===== src/rtl/busio_pkg.sv =====
// busio_pkg: shared types and defaults for the external bus I/O port.
// Register indices, bus FSM states and default widths/timeout.
package busio_pkg;

  typedef enum logic [1:0] {
    ADDR  = 2'd0,
    CMD   = 2'd1,
    WDATA = 2'd2,
    RDATA = 2'd3
  } reg_index;

  typedef enum logic {
    IDLE   = 1'b0,
    ACTIVE = 1'b1
  } bus_state;

  localparam int DW_DEF      = 64;
  localparam int AW_DEF      = 20;
  localparam int TIMEOUT_DEF = 127;

endpackage


===== src/rtl/busio_regfile.sv =====
// busio_regfile: four bus I/O registers, external + CPU write ports.
// External write wins when both target the same register.
module busio_regfile
  import busio_pkg::*;
#(
  parameter int DW = DW_DEF
) (
  input  logic          clk,
  input  logic          reset_n,
  input  logic          ext_we,
  input  logic [1:0]    ext_sel,
  input  logic [DW-1:0] ext_d,
  input  logic          cpu_we,
  input  logic [1:0]    cpu_sel,
  input  logic [DW-1:0] cpu_d,
  output logic [DW-1:0] cpu_q,
  input  logic [1:0]    bus_sel,
  output logic [DW-1:0] bus_q
);

  logic [DW-1:0] rg [4];

  // Register storage; the later external write overrides the CPU write.
  always_ff @(posedge clk) begin
    if (!reset_n) begin
      for (int i = 0; i < 4; i++) rg[i] <= '0;
    end else begin
      if (cpu_we) rg[cpu_sel] <= cpu_d;
      if (ext_we) rg[ext_sel] <= ext_d;
    end
  end

  assign cpu_q = rg[cpu_sel];
  assign bus_q = rg[bus_sel];

endmodule


===== src/rtl/busio_port.sv =====
// busio_port: executes arbiter strobes on the external memory bus.
// Optional parity on md_o/md_i is enabled by defining BUSIO_PARITY_EN.
module busio_port
  import busio_pkg::*;
#(
  parameter int DW      = DW_DEF,
  parameter int AW      = AW_DEF,
  parameter int TIMEOUT = TIMEOUT_DEF
) (
  input  logic          clk,
  input  logic          reset_n,
  input  logic [DW-1:0] d_in,
  input  logic [1:0]    cpu_sel,
  input  logic          cpu_we,
  output logic [DW-1:0] d_out,
  input  logic [1:0]    arx,
  input  logic          ecx,
  input  logic          wrx,
  input  logic          astb,
  input  logic          rd,
  input  logic          wr,
  output logic          hold,
  output logic          berr,
  output logic [AW-1:0] ma,
  output logic [DW-1:0] md_o,
  output logic          md_oe,
  input  logic [DW-1:0] md_i,
  output logic          mem_astb,
  output logic          mem_rd,
  output logic          mem_wr,
`ifdef BUSIO_PARITY_EN
  output logic          md_par_o,
  input  logic          md_par_i,
  output logic          perr,
`endif
  input  logic          mem_rdy
);

  localparam int CW = $clog2(TIMEOUT + 1);

  bus_state      state;
  logic [CW-1:0] cnt;
  logic [DW-1:0] bus_q;
  logic          req;
  logic          tmo;
  logic          done;
  logic          astb_go;
  logic          ext_we;

  assign req     = (rd | wr) & ecx;
  assign tmo     = (cnt == CW'(TIMEOUT));
  assign done    = req & (mem_rdy | tmo);
  assign astb_go = astb & ecx & (arx == ADDR) & ~wrx;
  assign ext_we  = reset_n & rd & ecx & wrx & mem_rdy;

  // Read wins a rd/wr collision; reset kills all bus strobes at once.
  assign hold   = reset_n & req & ~mem_rdy & ~tmo;
  assign mem_rd = reset_n & rd & ecx;
  assign mem_wr = reset_n & wr & ecx & ~rd;
  assign md_oe  = ecx & ~wrx;
  assign md_o   = md_oe ? bus_q : '0;

  busio_regfile #(.DW(DW)) u_rf (
    .clk     (clk),
    .reset_n (reset_n),
    .ext_we  (ext_we),
    .ext_sel (arx),
    .ext_d   (md_i),
    .cpu_we  (cpu_we),
    .cpu_sel (cpu_sel),
    .cpu_d   (d_in),
    .cpu_q   (d_out),
    .bus_sel (arx),
    .bus_q   (bus_q)
  );

  // Bus FSM: address latch, wait counter and sticky timeout error.
  always_ff @(posedge clk) begin
    if (!reset_n) begin
      state    <= IDLE;
      cnt      <= '0;
      ma       <= '0;
      mem_astb <= 1'b0;
      berr     <= 1'b0;
    end else begin
      mem_astb <= astb_go;
      if (astb_go) begin
        ma    <= bus_q[AW-1:0];
        berr  <= 1'b0;
        cnt   <= '0;
        state <= ACTIVE;
      end else if (done) begin
        cnt <= '0;
        if (!mem_rdy) berr <= 1'b1;
        if (state == ACTIVE) state <= IDLE;
      end else if (hold) begin
        cnt <= cnt + 1'b1;
      end
    end
  end

`ifdef BUSIO_PARITY_EN
  assign md_par_o = ~^md_o;

  // Sticky parity error on external loads, cleared by the next address strobe.
  always_ff @(posedge clk) begin
    if (!reset_n) begin
      perr <= 1'b0;
    end else if (astb_go) begin
      perr <= 1'b0;
    end else if (ext_we && (md_par_i != ~^md_i)) begin
      perr <= 1'b1;
    end
  end
`endif

endmodule


===== config.mk =====
export PLATFORM = sky130hd
export DESIGN_NAME = busio_port
export DESIGN_NICKNAME = d
export VERILOG_FILES = /design/src/rtl/busio_pkg.sv /design/src/rtl/busio_regfile.sv /design/src/rtl/busio_port.sv
export SDC_FILE = /design/constraint.sdc
export NUM_CORES = 1
export LEC_CHECK = 0
export CORE_ASPECT_RATIO = 1.25
export CORE_MARGIN = 5
export CORE_UTILIZATION = 57
export DETAILED_ROUTE_END_ITERATION = 7
export PLACE_DENSITY = 0.86
export RECOVER_POWER = 25
export REMOVE_ABC_BUFFERS = 1
export SLEW_MARGIN = 25
export SYNTH_ARGS = -nofsm -noshare
export SYNTH_HDL_FRONTEND = slang
export SYNTH_HIERARCHICAL = 1
export SYNTH_SLANG_ARGS = --single-unit

===== constraint.sdc =====
create_clock -name clk -period 9.1 [get_ports clk]
set_input_delay 1.82 -clock clk [delete_from_list [all_inputs] [get_ports clk]]
set_output_delay 1.82 -clock clk [all_outputs]
set_load 0.05 [all_outputs]

==> results by group <==
STA
  – PnR worst setup slack: 1.80 ns
  – Final Cycle Share: 0.802
  – Pins Over Slew Limit: approximately 300
  – Hold_ws: approximately 0.47 ns
  – Max-slew headroom: -2.05
  – Final setup violation count: 0
  – Fin. Hold Viols: 0
  – RSZ-0062 raised after global routing: no
  – Clk_skew: 0.00727 ns
  – Setup_tns: 0 ns
  – Least-Margin Pin Slew: 4.57 ns
  – Max Clock Freq: 137 MHz
  – Post-layout minimum cycle time: between 7 and 8 ns

Route
  – Wire length on met2: 23500 µm
  – Routed vias/inst: roughly 6.8
  – Via count: 12000
  – WL final: 45900 µm
  – Avg WL per Cell: 25.8 µm
  – DRC: 0
  – DRT Pass-1 Iters: 6
  – Routed Antenna Nets: 0
  – Detailed Route Iter0 Violations: 1285
  – Met3 routed WL: 5120 µm
  – Top Layer Used: met5
  – Met1 Wirelength: 15300 µm

Layout
  – Seq. cell area: between 8000 and 9000 µm²
  – Filler instances: 1792
  – Final Cell Area: 19400 µm²
  – Final non-filler cell total: approximately 1800
  – Layout cells sized above 1: 0.138
  – Area grow syn2layout: 24.3%
  – Fin nets: 1552
  – Multi-input logic area: 6710 µm²

Floorplan
  – Core ar.: 26900 µm²
  – Chip width: 158 µm
  – Die height: around 200 µm
  – Row count: 67
  – Initial core utilization: 0.580
  – # IOs: 295
  – Die ar.: around 31000 µm²

Synthesis
  – Synth cell types: 48
  – Seq cells post-synth: 285
  – Post-Syn Instances: 1185
  – Synth Area in XOR/XNOR: 0.000561
  – Ys async rst share: 0
  – Compound-Gate Fraction of Synth Area: 0.137
  – Simple-gate area share of the yosys netlist: 0.105
  – Main combinational cell family by area after synthesis: multiplexers
  – Post-synthesis adder-cell area fraction: 0.000801
  – Post-synthesis sequential area ratio: 0.530
  – Mapped Area: 15600 µm²
  – Top_reg_cell synth: edfxtp_1
  – Mux share of post-synthesis cell area: 0.185
  – EDFF count, synth: 256
  – Synth Area per Inst: 13.2 µm²
  – Synth warnings: 6

Worst setup path
  – CP Data Arrival Time: 7.46 ns
  – Critical path class: in2reg
  – CP Cell Sequence: dlygate4sd3_1, and2_0, nand3b_1, nand3b_1, buf_4
  – Most common cell on crit path: nand3b_1
  – Crit path largest cell delay: ~3.4 ns
  – Critical Path RT: 9.26 ns
  – CP Max Fanout: 65
  – CP Launch Type: primary input
  – CP Capture Type: flop
  – R2r worst-path depth: 4
  – Slowest-stage cell, CP: and2_0

Clock tree
  – CTS Buffer Depth: 3
  – CTS tree: yes
  – Root buffer cell: clkbuf_16
  – Clock Latency Late Sink: 0.54 ns
  – CTS Sinks: 285
  – CTS buffer count: 29
  – Post-CTS Setup Inserts: 0
  – H-tree levels: 1
  – # hold bufs at CTS: 0
  – Post-cts resize count: 0
  – Worst-path clk slew: 0.06 ns

Global routing
  – Vias in the first global route: 12400
  – GRT Util Overall: 0.292
  – Largest net degree at the start of global routing: just under 80
  – First-pass GRT wire length: 69600 µm
  – GR Overflow Total: 0
  – Initial antenna violation count: 4

Placed design
  – Port buffer count: ~290
  – Setup WS pre-CTS: ~2.6 ns
  – Post-DP Area: roughly 19000 µm²
  – Hpwl dp: 27900 µm
  – GP Congestion: 0.868
  – Placed Cells: 1723

Power
  – Lkg Pwr: 6.42 nW
  – Maximum VDD drop: 0.142 mV
  – Pwr Density: 175 nW/µm²

Min path
  – Worst Hold Depth: 1
  – Worst Hold Class: reg2reg

Run status
  – Violated checks: capacitance limit, slew limit
  – Status: complete, but fails checks

Job
  – MaxCap Viol Count: 7
==> cells by family after synthesis <==
kind of cell | after synthesis
AOI/OAI and AO/OA | 293
xor gates and xnor gates | 1
adders and majority gates | 1
DFF | 285
muxes | 129
and+or+nand+nor | 358
buffers and inverters | 118
==> power by group <==
part           switching, mW  internal, mW
Clock                  0.483         0.689
Sequential            0.0444          1.52
Combinational          0.394         0.272
==> routing by layer <==
| layer | vias up | track usage |
|---|---|---|
| met3 | 133 | 0.0458 |
| met4 | 4 | 0.119 |
| met1 | 5828 | 0.375 |
| met2 | 916 | 0.497 |
| li1 | 5120 | - |
| met5 | - | 0 |
==> flip-flops by register name, indices dropped and copies added (netlist names) <==
register,cells
mem_astb,1
berr,1
ma,20
cnt,7
u_rf/rg,256
==> per-stage QoR <==
step | power [mW] | utilization
2_1_floorplan | 1.96 | -
3_3_place_gp | 2.24 | 0.687
3_5_place_dp | 2.25 | 0.688
4_1_cts | 3.41 | 0.722
5_1_grt | 3.50 | 0.721
6_report | 3.40 | 0.721
==> synthesized netlist by cell type, types with 2 or more instances <==
master    instances  area [µm²]
o21ai_1           9        45.0
nand3_1           4        20.0
buf_6             7        78.8
and3_1            2        12.5
nor2_1            6        22.5
nand3b_1          4        30.0
nand2_1         259         972
a22o_1           84         736
o31ai_1         120         901
and2_4            2        17.5
buf_4            19         143
buf_1             3        11.3
and2_1           64         400
and3_2            2        15.0
o21ai_0          67         335
buf_2            58         290
and4b_4           2        27.5
mux4_2          128        2880
dfxtp_1          29         581
a21oi_1           2        10.0
inv_1             2        7.51
edfxtp_1        256        7690
a31oi_1           4        25.0
clkbuf_1         28         105
==> path summary, 6_finish.rpt <==
path,from,endpoint,slack (ns)
max,reset_n,u_rf/rg[1][28],1.80
min,ma[12],ma[12],0.47
max reg2reg,cnt[2],cnt[1],7.27
min reg2reg,ma[12],ma[12],0.47
==> worst max-delay path: cells and delay by family <==
family,cells,cell delay (ns)
simple gates,3,4.05
buf+inv,2,1.53
==> layout by cell type (no fill, tap or decap), drive strengths merged, types with 2 or more instances in the layout <==
| cell type | count |
|---|---|
| clkdlybuf4s50 | 266 |
| nand2 | 259 |
| edfxtp | 256 |
| mux4 | 128 |
| o31ai | 120 |
| a22o | 84 |
| o21ai | 77 |
| and2 | 66 |
| clkbuf | 41 |
| dfxtp | 29 |
| dlygate4sd3 | 24 |
| buf | 19 |
| nor2 | 7 |
| clkinv | 7 |
| a31oi | 5 |
| nand3 | 5 |
| nand3b | 4 |
| and3 | 4 |
| bufinv | 3 |
| a21oi | 3 |
| diode | 2 |
| inv | 2 |
| and4b | 2 |
==> cell type report <==
cell class | count | area share
antenna | 2 | 0.000258
clock buffer | 40 | 0.0411
clock inverter | 10 | 0.00619
inverter | 2 | 0.000387
multi-input combinational | 782 | 0.346
sequential | 285 | 0.426
tap | 345 | 0.0222
timing repair buffer | 310 | 0.158
(Power assumes the default switching activity.)
